**src/rtl/pipe_pkg.sv**
```systemverilog
// Shared types for the valid/stall pipe family (burst source, sink, checker).
package pipe_pkg;

   // Burst source control state: IDLE waits for a command, RUN emits beats.
   typedef enum logic {
      IDLE = 1'b0,
      RUN  = 1'b1
   } pipe_src_state_e;

endpackage : pipe_pkg

```
**src/rtl/pipe_burst_src.sv**
```systemverilog
// Burst source: takes one (seed, step, len) command, emits len+1 beats of an
// arithmetic sequence on a registered valid/stall output. A new command is
// accepted on the cycle the last beat transfers, so bursts chain with no bubble.
module pipe_burst_src
   import pipe_pkg::*;
#(
   parameter int DW   = 32,
   parameter int LENW = 8,
   parameter int CNTW = 16
) (
   input  logic            clk,
   input  logic            arst_n,
   input  logic            cmd_valid,
   output logic            cmd_stall,
   input  logic [LENW-1:0] cmd_len,
   input  logic [DW-1:0]   cmd_seed,
   input  logic [DW-1:0]   cmd_step,
   output logic            o_valid,
   output logic [DW-1:0]   o_data,
   output logic            o_last,
   input  logic            o_stall,
   output logic            busy,
   output logic            burst_done,
   input  logic            cnt_clr,
   output logic [CNTW-1:0] burst_cnt
);

   pipe_src_state_e state_q, state_d;
   logic [LENW-1:0] rem_q, rem_d;
   logic [DW-1:0]   step_q, step_d;
   logic [DW-1:0]   data_d;
   logic            vld_d, last_d;
   logic            out_xfer, last_xfer, cmd_xfer;

   // Handshake decode; the command port only opens when idle or when the
   // final beat is leaving this cycle.
   always_comb begin
      out_xfer  = o_valid & ~o_stall;
      last_xfer = out_xfer & o_last;
      cmd_stall = busy & ~last_xfer;
      cmd_xfer  = cmd_valid & ~cmd_stall;
   end

   // Next-state and next-beat logic; outputs hold unless a transfer occurs.
   always_comb begin
      state_d = state_q;
      vld_d   = o_valid;
      data_d  = o_data;
      last_d  = o_last;
      rem_d   = rem_q;
      step_d  = step_q;
      case (state_q)
         IDLE: begin
            if (cmd_xfer) begin
               state_d = RUN;
               vld_d   = 1'b1;
               data_d  = cmd_seed;
               last_d  = (cmd_len == '0);
               rem_d   = cmd_len;
               step_d  = cmd_step;
            end
         end
         RUN: begin
            if (out_xfer) begin
               if (!o_last) begin
                  // Sum wraps modulo 2^DW by truncation.
                  data_d = o_data + step_q;
                  rem_d  = rem_q - 1'b1;
                  last_d = (rem_q == LENW'(1));
               end else if (cmd_xfer) begin
                  // Back-to-back reload: first beat of the next burst follows
                  // the last beat of this one with no idle cycle.
                  data_d = cmd_seed;
                  last_d = (cmd_len == '0);
                  rem_d  = cmd_len;
                  step_d = cmd_step;
               end else begin
                  state_d = IDLE;
                  vld_d   = 1'b0;
                  last_d  = 1'b0;
               end
            end
         end
         default: state_d = IDLE;
      endcase
   end

   // Datapath and control registers.
   always_ff @(posedge clk or negedge arst_n) begin
      if (!arst_n) begin
         state_q    <= IDLE;
         o_valid    <= 1'b0;
         o_data     <= '0;
         o_last     <= 1'b0;
         rem_q      <= '0;
         step_q     <= '0;
         burst_done <= 1'b0;
      end else begin
         state_q    <= state_d;
         o_valid    <= vld_d;
         o_data     <= data_d;
         o_last     <= last_d;
         rem_q      <= rem_d;
         step_q     <= step_d;
         burst_done <= last_xfer;
      end
   end

   assign busy = (state_q == RUN);

   // Completed-burst counter: clear wins over a coincident increment,
   // increment saturates at all-ones.
   always_ff @(posedge clk or negedge arst_n) begin
      if (!arst_n)
         burst_cnt <= '0;
      else if (cnt_clr)
         burst_cnt <= '0;
      else if (burst_done && (burst_cnt != {CNTW{1'b1}}))
         burst_cnt <= burst_cnt + 1'b1;
   end

endmodule : pipe_burst_src

```
**config.mk**
```make
export PLATFORM = sky130hd
export DESIGN_NAME = pipe_burst_src
export DESIGN_NICKNAME = d
export VERILOG_FILES = /design/src/rtl/pipe_pkg.sv /design/src/rtl/pipe_burst_src.sv
export SDC_FILE = /design/constraint.sdc
export NUM_CORES = 1
export LEC_CHECK = 0
export ABC_AREA = 1
export CAP_MARGIN = 10
export CORE_ASPECT_RATIO = 1.25
export CORE_UTILIZATION = 58
export DETAILED_ROUTE_END_ITERATION = 10
export MAX_ROUTING_LAYER = met4
export PLACE_DENSITY = 0.89
export RECOVER_POWER = 100
export SLEW_MARGIN = 5
export SYNTH_ARGS = -nofsm -noshare
export SYNTH_HDL_FRONTEND = slang
export SYNTH_SLANG_ARGS = --single-unit
```
**constraint.sdc**
```tcl
create_clock -name clk -period 6.4 [get_ports clk]
set_clock_uncertainty 0.05 [all_clocks]
set_input_delay 1.6 -clock clk [delete_from_list [all_inputs] [get_ports clk]]
set_output_delay 1.6 -clock clk [all_outputs]
set_load 0.02 [all_outputs]
```
Yosys cells after proc, flatten, opt, wreduce, memory -nomap -nowiden
Index checks and enable logic that the tools add are counted.
{"block": "word_totals", "out_inout_bits": 53, "input_bits": 77, "word_cells": 59, "reg_bits": 92}
{"block": "classes", "n_eq_ne": 6, "n_bitwise": 8, "n_reduce_logical": 6, "n_mux": 28, "addsub": 3}
{"cell": "$mux W32", "count": 6}
{"cell": "$pmux W32 S2", "count": 2}
{"cell": "$add A32 B32 Y32", "count": 1}
{"cell": "$mux W16", "count": 2}
{"cell": "$mux W8", "count": 3}
{"cell": "$add A16 B1 Y16 const B", "count": 1}
{"cell": "$ne A16 B16 Y1 const B", "count": 1}
{"cell": "$pmux W8 S2", "count": 1}
{"cell": "$mux W1", "count": 11}
{"cell": "$eq A8 B1 Y1 const B", "count": 1}
{"cell": "$logic_not A8 Y1", "count": 1}
{"cell": "$sub A8 B1 Y8 const B", "count": 1}
{"cell": "$ne A2 B2 Y1 const B", "count": 3}
{"cell": "$pmux W1 S2", "count": 3}
{"cell": "$and A1 B1 Y1", "count": 4}
{"cell": "$not A1 Y1", "count": 4}
{"cell": "$reduce_and A2 Y1", "count": 2}
{"cell": "$reduce_and A4 Y1", "count": 1}
{"cell": "$ne A2 B1 Y1 const B", "count": 1}
{"cell": "$reduce_bool A2 Y1", "count": 1}
{"cell": "$logic_and A1 B1 Y1", "count": 1}

Longest topological paths before layout
Gate-level depths: netlist of run 1.
{"block": "logic_depth", "depth_word": 11, "depth_mapped": 15, "depth_no_buf": 15}

Worst setup path before layout of run 1
Ideal clock, no wire load.
{"block": "synth_path", "path_kind": "input to output", "startpoint": "input port o_stall", "endpoint": "output port cmd_stall", "cell_stages": 4, "t_required_ns": 4.750, "arrival_ns": 2.018, "path_slack_ns": 2.732, "path_buffers": 0, "path_cell_list": "nor2_2 > inv_1 > nand2_2 > nand2_4"}
{"block": "synth_via", "elab_chain_len": 5}
{"item": "start: declaration", "line": "pipe_burst_src.sv:21", "text": "input logic o_stall,"}
{"item": "$not A1 Y1", "line": "pipe_burst_src.sv:38", "text": "out_xfer = o_valid & ~o_stall;"}
{"item": "$and A1 B1 Y1", "line": "pipe_burst_src.sv:38"}
{"item": "$and A1 B1 Y1", "line": "pipe_burst_src.sv:39", "text": "last_xfer = out_xfer & o_last;"}
{"item": "$not A1 Y1", "line": "pipe_burst_src.sv:40", "text": "cmd_stall = busy & ~last_xfer;"}
{"item": "$and A1 B1 Y1", "line": "pipe_burst_src.sv:40"}
{"item": "end: declaration", "line": "pipe_burst_src.sv:14", "text": "output logic cmd_stall,"}
No other way between the ends.

Worst setup path after layout of run 1
Ends and elaborated chain as after synthesis.

==> run metrics, run 1 <==
Skew-Pair Late Insertion Delay 0.35 ns; I/O pin total 130; dpl hpwl 15.4 mm; CTS HTree Levels 3; VDD IR max 0.000279 V; failing checks capacitance limit, slew limit; global-route wire length before repair 33.3 mm; clk buf depth 2; worst path required time 4.75 ns; Final Cycle Share 87.0%; Yosys Warn Count 0; DRC Markers 0; leakage 4.74 nW; Register Area 2300 sq um; row count 44; Die Y 125 um; Detailed Route WL 20.5 mm; max-capacitance violation count 1; Synth Area per Inst 6.32 sq um; initial antenna violation count 0; worst stage delay on the critical path 0.70 ns; Setup Fix Bufs, Post-CTS 0; synthesized flop and latch total 92; via/cell ratio 5.38; # hold bufs at CTS 0; CTS tree yes; Top cell by count, worst path dlygate4sd3_1; Placed Cells 1,375; via count 7,477; final critical-path required period 5.57 ns; Power Dens Cells 479 nW/um^2; Setup crit end kind output pin; RSZ-0062 raised after global routing false; status finished with violations; Distinct cells, synth 44; Final Non-Filler Cells 1,391; sequential area share after synthesis 33.0%; largest net degree at the start of global routing 64; net count after synthesis 1,217; area of the multi-input gates 3900 sq um; Worst-Margin Slew 2.45 ns; Clk Tree Root Cell clkbuf_16; Total Routing Usage GR 35.1%; Pre-antenna DRT Iters 7; slew margin rel. -63.4%; aggregate negative setup slack 0 ns; CTS Buf Count 9; Routed Antenna Nets 0; Max Clk Rate 180 MHz; Port Buffer Count 129; fraction of layout cells with a size suffix above 1 2.44%; Mapped Cells 1,105; Synth Cell Area 6980 sq um; area grow syn2layout 24.2%; clk slew on worst S/H paths 0.07 ns; Die Width 100 um; Final Hold Fails 0; setup violators final 0; Wirelength per Cell 14.7 um; Die ar. 12,500 sq um; HP Class reg2reg; Initial DRC Count 444; CTS sink count 92; final net count 1,337; RePlAce Congestion 0.970; max-slew violations 47; cells along the critical path dlygate4sd3_1, nor2_1, inv_1, nand2_1, nand2_4, dlygate4sd3_1; Worst Setup Path Type in2out; vias in the first global route 7,044; critical path's slowest cell nand2_1; CP arrival 3.92 ns; CP Max Fanout 25; Filler Cells Inserted 1,005; GR Overflow Total 0; Initial Util 59.8%; Core Region 11,700 sq um; n_diodes 0; CP Launch Type primary input; CTS-repair resized insts 0
[cells in the final DEF (no fill, tap or decap), drive strengths merged, types with 14 or more instances in the layout]
master / count
clkdlybuf4s50: 73
ha: 34
a21oi: 57
nand3: 67
nand2: 442
nor2: 80
inv: 174
nor3: 19
dfrtp: 92
o21ai: 45
dlygate4sd3: 55
clkbuf: 14
[power by group]
group | switching (W) | internal, W
registers | 0.000219 | 0.000802
logic | 0.00163 | 0.000929
clock network | 0.000244 | 0.000325
[layout make-up]
class / instances / share of cell area, %
multi-input combinational: 817 / 45.0
sequential: 92 / 26.6
timing repair buffer: 132 / 15.0
inverter: 173 / 7.52
clock buffer: 11 / 2.91
tap: 161 / 2.32
clock inverter: 5 / 0.678
[metrics by stage]
stage | utilization, % | area, sq um | hold slack (ns) | setup slack, ns | total power, W
finish | 74.3 | 8670 | 0.428 | 0.834 | 0.00415
global route | 74.3 | 8670 | 0.450 | 0.673 | 0.00451
CTS | 74.5 | 8700 | 0.429 | 1.37 | 0.00417
detailed placement | 71.9 | 8390 | 0.413 | 1.37 | 0.00358
global placement | 71.9 | 8390 | 0.408 | 1.39 | 0.00352
floorplan | - | 6980 | 0.396 | 2.73 | 0.00276
[synthesized netlist by cell type (all sizes together)]
master   number  area [sq um]
nand2       442          1670
inv         173           652
dfrtp        92          2300
nor2         80           335
nand3        67           335
a21oi        57           285
o21ai        45           225
ha           34           425
nor3         19          95.1
buf          15          75.1
nand4         9          56.3
a21boi        8          60.1
clkbuf        8          30.0
xor2          8          70.1
a22oi         6          45.0
o22ai         6          37.5
and2          5          31.3
or2           5          31.3
nor4          3          18.8
o211ai        3          22.5
a221o         2          20.0
nand3b        2          15.0
o2111ai       2          17.5
o21bai        2          15.0
o31ai         2          15.0
xnor2         2          17.5
a21o          1          7.51
a31oi         1          6.26
and3          1          6.26
fa            1          20.0
mux2          1          11.3
nor3b         1          7.51
o311ai        1          8.76
o32ai         1          8.76
[metal layers]
| metal | up-vias | part of all wire, % | global-route usage (%) |
|---|---|---|---|
| met5 | - | 0 | - |
| met4 | 0 | 4.9 | 17.1 |
| met3 | 75 | 5.2 | 4.77 |
| met2 | 284 | 49 | 58.6 |
| met1 | 3394 | 41 | 41.3 |
| li1 | 3724 | - | - |
[worst paths after layout]
check	from	endpoint	slack (ns)	cells after the start
min in group asynchronous	arst_n	rem_q[0]	1.93	1
max in group asynchronous	arst_n	step_q[9]	2.18	2
worst max-delay path	o_stall	cmd_stall	0.83	6
worst min-delay path	step_q[0]	step_q[0]	0.43	2
worst min register to register	step_q[0]	step_q[0]	0.43	2
worst max register to register	o_valid	o_data[30]	2.78	12
[kinds of logic after synthesis]
family	Yosys count	share of synthesized area (%)
and+or+nand+nor	634	37.3
xor gates and xnor gates	10	1.26
muxes	1	0.161
AOI/OAI and AO/OA	137	11.1
DFF	92	33.0
buffers and inverters	196	10.8
adders and majority gates	35	6.38
[sequential cells by signal, summed over array words and instances (netlist names)]
| signal | flops |
|---|---|
| busy | 1 |
| burst_cnt | 16 |
| o_last | 1 |
| burst_done | 1 |
| rem_q | 8 |
| o_valid | 1 |
| step_q | 32 |
| o_data | 32 |
[critical path: cells and delay by family]
| kind | cells | cell delay, ns |
|---|---|---|
| buffers and inverters | 3 | 1.32 |
| and+or+nand+nor | 3 | 0.99 |
No activity file was read; power rests on OpenSTA's default activity.
==> run 2, diff against run 1 <==
--- a/config.mk
+++ b/config.mk
@@ -7,11 +7,13 @@
 export LEC_CHECK = 0
 export ABC_AREA = 1
 export CAP_MARGIN = 10
+export CELL_PAD_IN_SITES_DETAIL_PLACEMENT = 1
+export CELL_PAD_IN_SITES_GLOBAL_PLACEMENT = 2
 export CORE_ASPECT_RATIO = 1.25
-export CORE_UTILIZATION = 58
+export CORE_UTILIZATION = 28
 export DETAILED_ROUTE_END_ITERATION = 10
 export MAX_ROUTING_LAYER = met4
-export PLACE_DENSITY = 0.89
+export PLACE_DENSITY = 0.83
 export RECOVER_POWER = 100
 export SLEW_MARGIN = 5
 export SYNTH_ARGS = -nofsm -noshare
==> constraint.sdc (replaced) <==
create_clock -name clk -period 6.16 [get_ports clk]
set_clock_uncertainty 0.05 [all_clocks]
set_input_delay 1.54 -clock clk [delete_from_list [all_inputs] [get_ports clk]]
set_output_delay 1.54 -clock clk [all_outputs]
set_load 0.02 [all_outputs]
==> run metrics, run 2 (synthesized netlist as in run 1, its figures left out) <==
CTS tree yes; aggregate negative setup slack 0 ns (unchanged); worst r2r path cells 10 (-2); Worst Setup Path Type in2out; I/O pin total 130 (unchanged); Die Y 179 um (+43%); global-route wire length before repair 39.8 mm (+20%); Initial Util 28.5% (-31 points); Port Buffer Count 129 (unchanged); leakage 4.75 nW (+0.23%); Worst-Margin Slew 2.20 ns (-0.247 ns); commonest non-fill, non-tap cells in the layout nand2_1 (442), inv_1 (170), dfrtp_1 (92); commonest non-fill, non-tap cell in the layout nand2_1; # hold bufs at CTS 0 (unchanged); CP endpoint cmd_stall; max-slew violations 165 (+250%); worst flop-to-flop path startpoint busy; Wirelength per Cell 15.7 um (+6.4%); fraction of layout cells with a size suffix above 1 2.36% (-0.083 points); largest net degree at the start of global routing 61 (-4.7%); final critical-path required period 4.95 ns; failing checks capacitance limit, slew limit; CTS HTree Levels 3 (unchanged); GR Overflow Total 0 (unchanged); dpl hpwl 19.1 mm (+24%); clk buf depth 2 (unchanged); Reg power frac 24.0% (-0.6 points); DRC Markers 0 (unchanged); via/cell ratio 4.73 (-12%); Setup Fix Bufs, Post-CTS 0 (unchanged); initial antenna violation count 1 (+1); CTS sink count 92 (unchanged); Total Routing Usage GR 20.8% (-14 points); Net Sw Frac 50.5% (+0.10 points); Internal Power 0.00216 W (+5.0%); Final Cycle Share 80.3%; Die Width 143 um (+43%); Clk pwr share 14.3% (+0.6 points); Routed Antenna Nets 0 (unchanged); Final Non-Filler Cells 1,561 (+12%); clk slew on worst S/H paths 0.07 ns (about the same); vias in the first global route 7,687 (+9.1%); Pre-antenna DRT Iters 4 (-3); Skew-Pair Late Insertion Delay 0.36 ns (about the same); n_diodes 0 (unchanged); post-route cell area 8910 sq um (+2.7%); Final Hold Fails 0 (unchanged); area grow syn2layout 27.6%; area post-placement 8610 sq um (+2.6%); VDD IR max 0.000179 V (-36%); CTS Buf Count 9 (unchanged); Filler Cells Inserted 3,241 (+220%); Initial DRC Count 227 (-49%); Setup crit end kind output pin; combinational share of power 61.7% (about the same); CP Max Fanout 3 (-88%); Top Registers o_data: 32 flops, step_q: 32 flops, burst_cnt: 16 flops; max-capacitance violation count 4 (+3); Die ar. 25,600 sq um (+100%); RePlAce Congestion 0.895 (-7.7%); Register Area 2300 sq um (unchanged); pre-CTS setup slack 1.59 ns (+0.215 ns); CP arrival 3.36 ns (-0.56 ns); row count 64 (+45%); setup violators final 0 (unchanged); via count 7,379 (-1.3%); status finished with violations; worst stage delay on the critical path 0.71 ns (about the same); slew margin rel. -46.9% (+16 points); critical path's slowest cell dlygate4sd3_1; Max Clk Rate 202 MHz; HP Class reg2reg; Placed Cells 1,545 (+12%); RSZ-0062 raised after global routing false; final net count 1,338 (+0.075%); area of the multi-input gates 3910 sq um (+0.22%); Reg-to-Reg End o_data[16]; cells along the critical path dlygate4sd3_1, nor2_1, inv_1, nand2_1, nand2_1, dlygate4sd3_1; worst path required time 4.57 ns (-0.18 ns); CP Launch Point o_stall; slack of the critical path 1.21 ns (+0.379 ns); Detailed Route WL 24.4 mm (+19%); Core Region 24,500 sq um (+110%); sw power 0.00221 W (+5.4%); CP Launch Type primary input; R2R setup slack 2.15 ns (-0.63 ns); Clk Tree Root Cell clkbuf_16; Power Dens Cells 490 nW/um^2 (+2.5%); CTS-repair resized insts 0 (unchanged)
run 2: cell count changes in the layout (fill, tap and decap cells not counted):
cell,before,now
clkbuf_1,1,3
clkbuf_8,2,0
bufinv_16,1,2
clkbuf_2,2,1
clkinv_4,0,1
clkinvlp_4,2,1
inv_6,1,2
nand2_1,441,442
nand2_4,1,0
nor2_1,78,77
nor2_8,1,2
run 2: layout make-up:
class	count	share of cell area, %
Clock inverter	7	1.11
Tap cell	330	4.64
Timing Repair Buffer	133	14.7
Inverter	173	7.32
Sequential cell	92	25.8
Multi-Input combinational cell	817	43.9
Clock buffer	9	2.53
run 2: layer usage:
| layer | vias up | wire length (um) | GRT usage [%] |
|---|---|---|---|
| li1 | 3701 | - | - |
| met1 | 3548 | 10400 | 23.4 |
| met2 | 105 | 12800 | 38.3 |
| met3 | 25 | 720 | 2.66 |
| met4 | 0 | 442 | 5.59 |
| met5 | - | 0 | - |
run 2: through the flow:
step | total power, W | hold WS [ns] | utilization, %
6_report | 0.00437 | 0.429 | 36.3
5_1_grt | 0.00483 | 0.461 | 36.3
4_1_cts | 0.00449 | 0.433 | 36.5
3_5_place_dp | 0.00384 | 0.415 | 35.1
3_3_place_gp | 0.00377 | 0.410 | 35.1
2_1_floorplan | 0.00287 | 0.396 | -
run 2: critical path, delay by kind of cell:
kind / cells / cell delay, ns
buf+inv: 3 / 1.36
simple gates: 3 / 0.45
run 2: power groups by stage:
stage / Combinational, W / Sequential [W] / Clock (W)
after floorplan: 0.00175 / 0.00112 / 0
after global placement: 0.00270 / 0.00107 / 0
after detailed placement: 0.00277 / 0.00107 / 0
after CTS: 0.00278 / 0.00106 / 0.000645
after global routing: 0.00308 / 0.00108 / 0.000664
final: 0.00269 / 0.00105 / 0.000623
run 2: how the worst min path moves through the flow:
stage          slack (ns)  cells past startpoint          to  startpoint
6_report             0.43                      2  step_q[22]  step_q[22]
5_1_grt              0.46                      2  step_q[24]  step_q[24]
4_1_cts              0.43                      2  step_q[22]  step_q[22]
3_5_place_dp         0.42                      2  step_q[22]  step_q[22]
3_3_place_gp         0.41                      2  step_q[22]  step_q[22]
2_1_floorplan        0.40                      2   step_q[0]   step_q[0]
==> patch 1, RTL diff (config.mk and constraints of run 2) <==
Take the reset off `o_data` and load it in a clocked block of its own.
--- a/src/rtl/pipe_burst_src.sv
+++ b/src/rtl/pipe_burst_src.sv
@@ -91,5 +91,4 @@
          state_q    <= IDLE;
          o_valid    <= 1'b0;
-         o_data     <= '0;
          o_last     <= 1'b0;
          rem_q      <= '0;
@@ -99,5 +98,4 @@
          state_q    <= state_d;
          o_valid    <= vld_d;
-         o_data     <= data_d;
          o_last     <= last_d;
          rem_q      <= rem_d;
@@ -105,4 +103,8 @@
          burst_done <= last_xfer;
       end
+   end
+
+   always_ff @(posedge clk) begin
+      o_data <= data_d;
    end
 
Check against the original RTL: not equivalent (a bounded check fails within 4 cycles, from zero or initial values and one cycle with arst_n low).
==> patch 1 against run 2 <==
  * Largest power group unchanged
  * Total power is 5.3% higher
  * Synthesized area down 1.5%
  * Utilization increased by 0.38 points
  * Wire length fell by 7.0%
  * The flow still finishes with violations (capacitance limit, slew limit)
  * Largest cell class unchanged
  * Global-route usage is 0.97 points lower
  * Cell area is 1.5% lower
  * Sequential cell count unchanged
  * Non-clock buffer count up 2
  * First-iteration DRC count rose by 9.3%
  * Setup slack improved by 150 ps
==> patch 1: results (changes against run 2) <==
worst r2r src busy$_DFF_PN0_ (unchanged); EDFF count, synth 32 (was 0); layout cells sized above 1 0.0235 (was 0.0236); Leak Pwr 0.00452 µW (was 0.00475 µW); Clk pwr share 0.127 (was 0.143); share of the yosys chip area belonging to registers 0.358 (was 0.330); R2R Setup Slk 2090 ps (was 2150 ps); WL met3 558 µm (was 720 µm); wire per inst 15.0 µm (was 15.7 µm); kind of critical path in2reg (was in2out); worst hold endpoint step_q[28]$_DFFE_PN0P_ (was step_q[22]$_DFFE_PN0P_); Seq pwr share 0.263 (was 0.240); worst r2r path cells 11 (was 10); dominant cells by area after synthesis nand2_1 (23%), dfrtp_1 (22%), edfxtp_1 (14%) (was dfrtp_1 (33%), nand2_1 (24%), inv_1 (9.1%)); internal power 2310 µW (was 2160 µW); CTS sink cnt 92 (unchanged); minimum hold slack 431 ps (was 429 ps); met1 Track Usage GR 0.238 (was 0.234); CP max stage cell clkbuf_1 (was dlygate4sd3_1); Critical Path AT 4980 ps (was 3360 ps); first-pass GRT wire length 38000 µm (was 39800 µm); Post-synth top cells nand2_1 (417), inv_1 (158), nor2_1 (88), nand3_1 (67), dfrtp_1 (60) (was nand2_1 (440), inv_1 (170), dfrtp_1 (92), nor2_1 (77), nand3_1 (67)); GRT Util Overall 0.198 (was 0.208); Crit Reg-Reg Endpoint o_data[29]$_DFFE_PN_ (was o_data[16]$_DFFE_PN0N_); clk_lat worst skew 360 ps (about the same); Distinct cells, synth 38 (was 44); top sig layer met4 (unchanged); vias in the first global route 7501 (was 7687); status finished, violations left (unchanged); Yosys Warn Count 0 (unchanged); footprint of the multi-input gates 3670 µm² (was 3910 µm²); Nets 1296 (was 1338); M1 WL 10300 µm (was 10400 µm); fin. max-slew vios 44 (was 165); routing usage on met3 0.0249 (was 0.0266); critical path's largest stage delay 1400 ps (was 710 ps); Via Count 7029 (was 7379); Hold Crit Start step_q[28]$_DFFE_PN0P_ (was step_q[22]$_DFFE_PN0P_); failing checks capacitance limit, slew limit (unchanged); Syn Nets 1175 (was 1217); Synth async-reset ratio 0.652 (was 1.00); Maximum Capacitance Violations 1 (was 4); met2 Usage GRT 0.348 (was 0.383); 1st-iter DRT viols 248 (was 227); CP Max Fanout 43 (was 3); routed wl met2 11500 µm (was 12800 µm); Slew headroom -0.278 (was -0.469); Placed Area 8490 µm² (was 8610 µm²); placed wire-length estimate 17300 µm (was 19100 µm); Max VDD drop 0.159 mV (was 0.179 mV); initial antenna violation count 0 (was 1); RePlAce Congestion 0.846 (was 0.895)
[patch 1: through the flow]
| step | setup WS, ps | instances | total power, µW |
|---|---|---|---|
| 2_1_floorplan | 2180 | 1063 | 3130 |
| 6_report | 1360 | 1514 | 4600 |
| 3_3_place_gp | 1650 | 1498 | 4040 |
| 4_1_cts | 1590 | 1514 | 4720 |
| 5_1_grt | 948 | 1514 | 5110 |
| 3_5_place_dp | 1590 | 1498 | 4100 |
[patch 1: cell families (layout without fill, tap and decap cells)]
kind of cell,after synthesis,count (layout),synth area share
mux,1,1,0.00164
xor+xnor,7,7,0.00891
fa+ha+maj,35,35,0.0648
buf+inv,186,312,0.107
flops,92,92,0.358
compound gates,128,128,0.0993
simple gates,614,614,0.360
[patch 1: area by class of cell]
class / instances / area share
Inverter: 161 / 0.0689
Timing Repair Buffer: 135 / 0.151
Multi-Input combinational cell: 785 / 0.418
Clock inverter: 5 / 0.00428
Tap cell: 325 / 0.0464
Sequential cell: 92 / 0.281
Clock buffer: 11 / 0.0301
==> patch 2, RTL diff (settings of run 2) <==
Made on the original files. Set the parameter `DW` to 16 (it was 32).
--- a/src/rtl/pipe_burst_src.sv
+++ b/src/rtl/pipe_burst_src.sv
@@ -5,5 +5,5 @@
    import pipe_pkg::*;
 #(
-   parameter int DW   = 32,
+   parameter int DW   = 16,
    parameter int LENW = 8,
    parameter int CNTW = 16
Ports: changed (resized cmd_seed, cmd_step and o_data); port bits go from 130 to 82. No check against the original RTL was run, so the function may have changed too.
==> patch 2 against run 2 <==
  * The run still ends with capacitance limit, slew limit left
  * Wire length is 47% lower
  * Clock power decreased by 23%
  * Synthesized area down 41%
  * Sequential cell count shrank 32
  * Non-clock buffer count decreased by 50
  * Combinational power decreased by 98%
  * Setup slack gained 170 ps
  * Cell area decreased by 40%
  * Via count fell by 43%
  * Total power fell by 79%
  * Largest power group is now clock
  * Highest routed layer unchanged
==> patch 2: results (changes against run 2) <==
area fraction in compound gates after synthesis 0.0996 (was 0.111); Critical Path AT 3180 ps (was 3360 ps); Top Registers burst_cnt x16, o_data x16, step_q x16 (was o_data x32, step_q x32, burst_cnt x16); fin. max-slew vios 61 (was 165); Clock Path Buffers 2 (unchanged); Max VDD drop 0.104 mV (was 0.179 mV); post-synthesis mux area share 0 (was 0.00161); Leak Pwr 0.00284 µW (was 0.00475 µW); dominant cells by area after synthesis dfrtp_1 (36%), nand2_1 (19%), inv_1 (7.2%) (was dfrtp_1 (33%), nand2_1 (24%), inv_1 (9.1%)); Root Buffer clkbuf_16 (unchanged); RePlAce Congestion 0.823 (was 0.895); placed wire-length estimate 9580 µm (was 19100 µm); Post-Route WL 12900 µm (was 24400 µm); Post-synth top cells nand2_1 (212), inv_1 (79), dfrtp_1 (60), nor2_1 (58), nand3_1 (44) (was nand2_1 (440), inv_1 (170), dfrtp_1 (92), nor2_1 (77), nand3_1 (67)); Net Sw Frac 0.224 (was 0.505); status finished, violations left (unchanged); layout cells sized above 1 0.0346 (was 0.0236); Nets 753 (was 1338); Buffers on Ports 81 (was 129); Slew headroom -1.32 (was -0.469); 1st-iter DRT viols 100 (was 227); R2R Setup Slk 3090 ps (was 2150 ps); Syn Nets 675 (was 1217); Vias/cell 4.80 (was 4.73); Post-Synth XOR/XNOR Area 0.0317 (was 0.0125); Seq power 394 µW (was 1050 µW); Maximum Capacitance Violations 1 (was 4); initial antenna violation count 0 (was 1); Distinct cells, synth 36 (was 44); failing checks capacitance limit, slew limit (unchanged); worst r2r path cells 11 (was 10); adder-cell share of the synthesized area 0.0592 (was 0.0638); share of the yosys chip area belonging to registers 0.362 (was 0.330); first-pass GRT wire length 21700 µm (was 39800 µm); overall power 915 µW (was 4370 µW); clk slew on worst S/H paths 50 ps (was 70 ps); clk_lat worst skew 330 ps (was 360 ps)
[patch 2: changes by cell type after synthesis, sizes merged, moves of 20 or more]
| cell | run 2 | this run |
|---|---|---|
| nand2 | 442 | 218 |
| inv | 173 | 82 |
| dfrtp | 92 | 60 |
| a21oi | 57 | 28 |
| nand3 | 67 | 44 |
| nor2 | 80 | 60 |
[patch 2: per-stage QoR]
stage,area (µm²),worst slack (ps),utilization,std cells,hold WS [ps]
2_1_floorplan,4150,2680,-,611,396
3_3_place_gp,5100,1650,0.354,856,408
3_5_place_dp,5100,1620,0.354,856,419
4_1_cts,5370,1620,0.373,871,431
5_1_grt,5340,876,0.371,871,441
6_report,5340,1390,0.371,871,423
[patch 2: area by class of cell]
class                           instances  area, µm²
Tap cell                              178        223
Multi-Input combinational cell        452       2220
Clock inverter                          2       10.0
Clock buffer                           13        260
Sequential cell                        60       1500
Fill cell                            1838       9060
Timing Repair Buffer                   83        813
Inverter                               83        318
[patch 2: final timing paths]
| kind | start | end |
|---|---|---|
| setup reg to reg | busy$_DFF_PN0_ | rem_q[5]$_DFFE_PN0N_ |
| hold / removal | step_q[11]$_DFFE_PN0P_ | step_q[11]$_DFFE_PN0P_ |
| min in group asynchronous | arst_n | burst_cnt[0]$_DFFE_PN0P_ |
| max in group asynchronous | arst_n | o_data[10]$_DFFE_PN0N_ |
| setup / recovery | o_stall | cmd_stall |
| hold reg to reg | step_q[11]$_DFFE_PN0P_ | step_q[11]$_DFFE_PN0P_ |
[patch 2: per-layer routing]
layer	vias up	track usage	share of wire
met2	67	0.344	0.54
met5	-	-	0
met1	2012	0.197	0.41
met4	0	0.0695	0.020
met3	17	0.0232	0.023
li1	2086	-	-
[patch 2: tightest hold or removal path: stages, from the launching register on]
cell	delay, ps
dfrtp_1	340
nand2_1	60
nand2_1	50
